===== src/rtl/image_stream_loader.sv =====
// Pixel source for the kernel front end. A frame buffer is loaded through the
// load port, then streamed to the write port with pacing, backpressure, frame repeat and a drain window.
module image_stream_loader #(
    parameter int N            = 8,
    parameter int pixelWidth   = 8,
    parameter int bitSize      = $clog2(N*N),
    parameter int PACE         = 2,
    parameter int DRAIN_CYCLES = 576
) (
    input  logic                  clk,
    input  logic                  rst_n,
    input  logic                  ld_en,
    input  logic [bitSize-1:0]    ld_addr,
    input  logic [pixelWidth-1:0] ld_data,
    input  logic                  start,
    input  logic [7:0]            frames,
    input  logic                  ready,
    output logic                  we,
    output logic [pixelWidth-1:0] data_out,
    output logic [bitSize-1:0]    pix_idx,
    output logic                  frame_done,
    output logic                  busy,
    output logic                  done
);

    // state  | meaning
    // IDLE   | waiting for start, buffer writable
    // STREAM | issuing one pixel per PACE cycles while ready allows
    // DRAIN  | last pixel sent, counting down the drain window
    // DONE   | run complete, done held, buffer writable, start restarts
    typedef enum logic [1:0] {
        S_IDLE   = 2'd0,
        S_STREAM = 2'd1,
        S_DRAIN  = 2'd2,
        S_DONE   = 2'd3
    } state_t;

    localparam int FRAME = N * N;
    localparam int PW    = $clog2(PACE) + 1;
    localparam int DW    = $clog2(DRAIN_CYCLES + 1) + 1;

    localparam logic [PW-1:0]      PACE_RELOAD = PW'(PACE - 1);
    localparam logic [DW-1:0]      DRAIN_LOAD  = DW'(DRAIN_CYCLES);
    localparam logic [bitSize-1:0] LAST_IDX    = bitSize'(FRAME - 1);

    state_t                  state_q;
    logic [bitSize-1:0]      idx_q;
    logic [PW-1:0]           pace_q;
    logic [DW-1:0]           drain_q;
    logic [7:0]              frm_left_q;
    logic                    we_q;
    logic [pixelWidth-1:0]   data_q;
    logic [bitSize-1:0]      pix_idx_q;
    logic                    frame_done_q;
    logic                    busy_q;
    logic                    done_q;

    logic [pixelWidth-1:0]   mem_q [FRAME];

    logic [bitSize-1:0]      idx_d;
    logic [7:0]              frm_init_d;
    logic                    load_d;

    // Wrap by explicit compare so non-power-of-two frames index correctly.
    always_comb begin
        idx_d      = (idx_q == LAST_IDX) ? '0 : idx_q + bitSize'(1);
        frm_init_d = (frames == 8'd0) ? 8'd1 : frames;
        load_d     = ld_en
                     && ((state_q == S_IDLE) || (state_q == S_DONE))
                     && (int'(ld_addr) < FRAME);
    end

    // Buffer contents survive reset; it is only frozen while busy.
    always_ff @(posedge clk) begin
        if (load_d) begin
            mem_q[ld_addr] <= ld_data;
        end
    end

    always_ff @(posedge clk or negedge rst_n) begin
        if (!rst_n) begin
            state_q      <= S_IDLE;
            idx_q        <= '0;
            pace_q       <= '0;
            drain_q      <= '0;
            frm_left_q   <= '0;
            we_q         <= 1'b0;
            data_q       <= '0;
            pix_idx_q    <= '0;
            frame_done_q <= 1'b0;
            busy_q       <= 1'b0;
            done_q       <= 1'b0;
        end else begin
            we_q         <= 1'b0;
            frame_done_q <= 1'b0;
            case (state_q)
                S_IDLE, S_DONE: begin
                    if (start) begin
                        state_q    <= S_STREAM;
                        frm_left_q <= frm_init_d;
                        idx_q      <= '0;
                        pace_q     <= PACE_RELOAD;
                        busy_q     <= 1'b1;
                        done_q     <= 1'b0;
                    end
                end
                S_STREAM: begin
                    if (pace_q != '0) begin
                        pace_q <= pace_q - PW'(1);
                    end else if (ready) begin
                        we_q      <= 1'b1;
                        data_q    <= mem_q[idx_q];
                        pix_idx_q <= idx_q;
                        pace_q    <= PACE_RELOAD;
                        idx_q     <= idx_d;
                        if (idx_q == LAST_IDX) begin
                            frame_done_q <= 1'b1;
                            frm_left_q   <= frm_left_q - 8'd1;
                            if (frm_left_q <= 8'd1) begin
                                state_q <= S_DRAIN;
                                drain_q <= DRAIN_LOAD;
                            end
                        end
                    end
                end
                S_DRAIN: begin
                    if (drain_q == '0) begin
                        state_q <= S_DONE;
                        busy_q  <= 1'b0;
                        done_q  <= 1'b1;
                    end else begin
                        drain_q <= drain_q - DW'(1);
                    end
                end
                default: begin
                    state_q <= S_IDLE;
                    busy_q  <= 1'b0;
                    done_q  <= 1'b0;
                end
            endcase
        end
    end

    assign we         = we_q;
    assign data_out   = data_q;
    assign pix_idx    = pix_idx_q;
    assign frame_done = frame_done_q;
    assign busy       = busy_q;
    assign done       = done_q;

endmodule


===== config.mk =====
export PLATFORM = sky130hd
export DESIGN_NAME = image_stream_loader
export DESIGN_NICKNAME = d
export VERILOG_FILES = /design/src/rtl/image_stream_loader.sv
export SDC_FILE = /design/constraint.sdc
export NUM_CORES = 1
export LEC_CHECK = 0
export ABC_AREA = 1
export CORE_MARGIN = 2
export CORE_UTILIZATION = 49
export DETAILED_ROUTE_END_ITERATION = 16
export PLACE_DENSITY = 0.73
export RECOVER_POWER = 50
export SYNTH_ARGS = -nofsm -noshare
export SYNTH_HDL_FRONTEND = slang
export SYNTH_SLANG_ARGS = --single-unit

===== constraint.sdc =====
create_clock -name clk -period 2.44 [get_ports clk]
set_input_delay 0.732 -clock clk [delete_from_list [all_inputs] [get_ports clk]]
set_output_delay 0.732 -clock clk [all_outputs]
set_load 0.02 [all_outputs]

==> Word-level counts from Yosys, hierarchy flattened <==
Memory sizes are Yosys's and may differ from the RTL's. A register that Yosys moved wholly into a read port is not among the register bits.
Index checks and enable logic that the tools add are counted.
{ "word_totals": {"reg_bits": 39, "mem_bits_rw": 512, "n_memories": 1, "word_cells": 89} }
{ "memory_table": {"columns": ["memory", "words", "width", "rd", "rd_clocked_by_memory_dff", "write_ports", "line", "text"], "rows": [
  ["mem_q", 64, 8, 1, 1, 1, "58", "logic [pixelWidth-1:0] mem_q [FRAME];"]
]} }
{ "op_classes": {"bitwise_logic": 1, "n_eq_ne": 12, "add_sub_neg": 4, "order_cmp": 1, "muxes": 42, "n_reduce_logical": 18} }
{ "op_table": {"columns": ["cell", "count"], "rows": [
  ["11-bit two-way mux", 5],
  ["8-bit two-way mux", 5],
  ["6-bit two-way mux", 4],
  ["11-bit one-hot mux with 2 select lines", 1],
  ["2-bit two-way mux", 8],
  ["8-bit one-hot mux with 2 select lines", 1],
  ["2-bit != test, second input constant", 7],
  ["1-bit two-way mux", 13],
  ["6-bit one-hot mux with 2 select lines", 1],
  ["6-bit AND reduction", 2],
  ["11-bit logical NOT", 1],
  ["11-bit by 1-bit subtractor with 11-bit output, second input constant", 1],
  ["3-bit AND reduction", 3],
  ["8-bit by 1-bit <= comparator with 1-bit output, second input constant", 1],
  ["8-bit logical NOT", 1],
  ["2-bit nonzero test", 4],
  ["8-bit by 1-bit subtractor with 8-bit output, second input constant", 1],
  ["6-bit by 1-bit adder with 6-bit output, second input constant", 1],
  ["6-bit equality test, second input constant", 1],
  ["2-bit one-hot mux with 3 select lines", 1],
  ["5-bit AND reduction", 1],
  ["2-bit equality test, second input constant", 2],
  ["1-bit one-hot mux with 2 select lines", 2],
  ["2-bit one-hot mux with 2 select lines", 1],
  ["10 further kinds", 10]
]} }

==> Depth between registers and ports, before layout <==
{ "logic_depth": {"word_depth": 6, "mapped_depth": 14, "depth_no_buf": 11} }

==> Worst setup path before layout <==
No wires, ideal clock.
{ "synth_timing": {"kind": "register -> register", "start": "register state_q[0]", "end": "memory mem_q[0][0], enable pin", "t_arrival_ps": 1611, "setup_time_ps": 371, "slack_ps": 458, "n_path_buf": 0, "path_stages_with_launch": 7, "cell_sequence": "dfrtp_1 > inv_1 > ha_1 > nand2_1 > inv_1 > nand4_1 > nor2_1"} }
{ "synth_between": {"elab_chain_len": 5} }
{ "synth_rtl": {"columns": ["item", "line", "text"], "rows": [
  ["start, declared", "46", "state_t state_q;"],
  ["start signal, assigned", "82", "state_q <= S_IDLE;"],
  ["start signal, assigned", "99", "state_q <= S_STREAM;"],
  ["start signal, assigned", "120", "state_q <= S_DRAIN;"],
  ["2-bit equality test or 2-bit logical NOT (tied branches)", "69", "&& ((state_q == S_IDLE) || (state_q == S_DONE))"],
  ["1-bit logical OR *", "69", null],
  ["1-bit logical AND *", "69", null],
  ["1-bit two-way mux *", "75", "if (load_d) begin"],
  ["1-bit two-way mux (not written as such) *", "76", "mem_q[ld_addr] <= ld_data;"],
  ["end, declared", "58", null]
]} }
Mark *: on every way between the ends. The rest lies on a longest branch, timed or not.

==> Final worst setup path <==
{ "layout_timing": {"start": "input ld_data[1]", "end": "memory mem_q[7][1] (data pin)"} }
{ "layout_rtl": {"columns": ["item", "line", "text"], "rows": [
  ["start, declared", "14", "input logic [pixelWidth-1:0] ld_data,"]
]} }
Straight into the memory's write port.

==> metrics.md <==
| Metric | Value |
|---|---|
| Die X | between 200 and 250 um |
| Vias in the first global route | 16700 |
| Largest stage delay, worst path | about 1300 ps |
| Post-route setup slack | roughly 95 ps |
| Largest net degree at the start of global routing | between 90 and 100 |
| Commonest non-fill, non-tap cells in the layout | nand2_1, edfxtp_1, inv_1, nand3_1, nor2_1 |
| Normalized max-slew margin | -24.9% |
| Area Growth Syn to Fin | 13.6% |
| Startpoint Class | input pin |
| GP Congestion | roughly 0.9 |
| Critical path's slowest cell | clkbuf_2 |
| Maximum vdd drop | ~0.57 mV |
| Syn. warnings | 0 |
| Die H | 229 um |
| Synth Net Count | 2467 |
| Crit-path cells | clkbuf_1, clkbuf_2 |
| Required @ worst endpoint | 2580 ps |
| Max Slew Vio Count | approximately 440 |
| Post-synth ARST share | under 10% |
| Die footprint | 0.0525 mm^2 |
| Hpwl dp | approximately 36 mm |
| Routed Wire Length | about 60 mm |
| First-pass GRT wire length | just over 90 mm |
| Layout cells sized above 1 | around a tenth |
| Most common cell after layout, fill and taps aside | nand2_1 |
| Final Cycle Share | 96.1% |
| H-tree depth | 2 |
| Drc violations | 0 |
| Mean post-synth cell area | a little over 10 um^2 |
| Port Buffer Count | 44 |
| DRT iter0 DRCs | approximately 2100 |
| Post-CTS Hold Fix Bufs | 0 |
| CTS tree | done |
| Setup Buffers After CTS | 0 |
| Power per cell area | about 1000 mW/mm^2 |
| Antenna Violating Nets Remaining | 0 |
| Yosys cell types | 42 |
| Worst Path Buf+Inv | 2 |
| Clock slew at reported path FFs | 60 ps |
| Cell depth of the worst setup path | 2 |
| Cts repair resizes | 0 |
| Worst Hold Class | input pin to asynchronous set/reset pin |
| Failing checks | capacitance limit, slew limit |
| Final worst path period need | 2340 ps |
| Critical Path Source | ld_data[1] |
| Critical path type | input pin to flop |
| Pre-CTS WS | -74.2 ps |
| Placed Area | ~0.026 mm^2 |
| CP Data Arrival Time | about 2500 ps |
| Final nets | about 2600 |
| Outcome | complete, but fails checks |
| Static leakage | 11.8 nW |
| Fin. Hold Viols | 0 |
| Ys flop type | edfxtp_1 |
| DR vias/cell | around 5.3 |
| Number of top-level pins | 45 |
| Cell family with most CP delay | buffers and inverters |
| Num CTS Buffers | 55 |
| Remaining Overflow, GRT | 0 |
| CTS root buf | clkbuf_16 |
| Cell Area, Synth | approximately 0.025 mm^2 |
| CTS Buffer Depth | 3 |
| Row cnt | 82 |
| CP Max Fanout | 57 |
| Clk Latency, worst-skew pair | roughly 630 ps |
| Utilization after layout | 56.3% |
| R2R cell count | 10 |
| Maxcap violations | 7 |
| Detailed-route via count | 17200 |
| Initial antenna violation count | 1 |
| Max Freq | 426 MHz |
| Initial core utilization | 49.6% |
| Worst r2r src | idx_q[1] |
| Pre-Repair DR Iteration Count | 5 |
| Yosys reg bits | 559 |
| WL per Instance | 18.4 um |
| Worst slew pin tran | 1870 ps |
| Cell area after layout | 0.0282 mm^2 |
| Sequential fraction of the synthesis area | roughly two thirds |
| Core footprint | ~0.050 mm^2 |
| Cells after Synth | between 2000 and 2500 |
| Crit path capture type | flop |
| Post-Route Skew | between 30 and 40 ps |
| RSZ-0062 raised after global routing | false |
| All-layer global routing usage | between 20% and 30% |
| Post-synth EDFFs | 512 |
| Setup-failing EPs final | 0 |
| CTS sink count | 559 |
## area by class of cell
class / instances / area (um^2)
fillers: 4234 / 21900
flip-flops and latches: 559 / 16600
multi-input cells: 1450 / 6340
repair buffers: 171 / 1470
clock buffers: 65 / 1410
inverters: 308 / 1170
well taps: 672 / 841
clock inverters: 35 / 419
diodes: 1 / 2.50
## stage by stage
step	hold WS (ps)	cells	total power, mW	TNS, ps
after floorplan	436	2432	18.0	0
after global placement	475	3159	20.2	-1920
after detailed placement	477	3159	20.4	-3520
after CTS	94.5	3259	29.0	0
after global routing	453	3261	30.6	0
final	380	3261	29.0	0
## cells in the mapped netlist, types with 3 or more instances
cell type / n / area share [%]
nand3_1: 271 / 5.5
or2_1: 5 / 0.13
nand2_1: 818 / 12
inv_2: 3 / 0.045
o211ai_1: 29 / 0.88
or2_2: 40 / 1.0
edfxtp_1: 512 / 62
ha_1: 8 / 0.40
inv_1: 301 / 4.6
buf_6: 27 / 1.2
xor2_1: 7 / 0.25
nor2_2: 4 / 0.10
buf_4: 17 / 0.51
o21ai_0: 44 / 0.89
nand4_1: 12 / 0.30
buf_2: 44 / 0.89
dfrtp_1: 47 / 4.7
o21ai_1: 29 / 0.58
xnor2_1: 3 / 0.11
clkbuf_1: 17 / 0.26
buf_1: 7 / 0.11
nor2_1: 157 / 2.4
## layer usage
layer	vias up	GRT usage, %	part of all wire [%]	routed length [um]
met5	-	0	0	0
met1	8175	30.3	41	24700
met2	750	37.1	47	28400
met4	0	8.40	3.3	1970
li1	8164	-	-	-
met3	127	3.90	8.2	4920
## state kept, by name, summed over array words and instances, names as in the netlist
register and cells:
drain_q 11, data_out 8, frm_left_q 8, mem_q 512
frame_done 1, we 1, done 1, idx_q 6
pace_q 2, state_q 2, busy 1, pix_idx 6
## final timing paths
kind | to | slack (ps)
max reg2reg | data_out[1] | 100
max in group asynchronous | idx_q[0] | 1300
min | pace_q[1] | 380
min reg2reg | pix_idx[1] | 490
min in group clk | pix_idx[1] | 490
max | mem_q[7][1] | 100
## power breakdown
| part | internal, mW | switching [mW] | total [mW] |
|---|---|---|---|
| Sequential | 10.9 | 0.343 | 11.2 |
| Clock | 5.00 | 3.55 | 8.55 |
| Combinational | 3.02 | 6.24 | 9.26 |
## kinds of logic after synthesis
logic type	after synthesis	share of synthesized area, %
adders and majority gates	8	0.403
AOI/OAI and AO/OA	119	2.85
DFF	559	66.7
xor gates and xnor gates	10	0.353
and+or+nand+nor	1313	21.9
buffers and inverters	423	7.78
No activity file was read; power rests on OpenSTA's default activity.
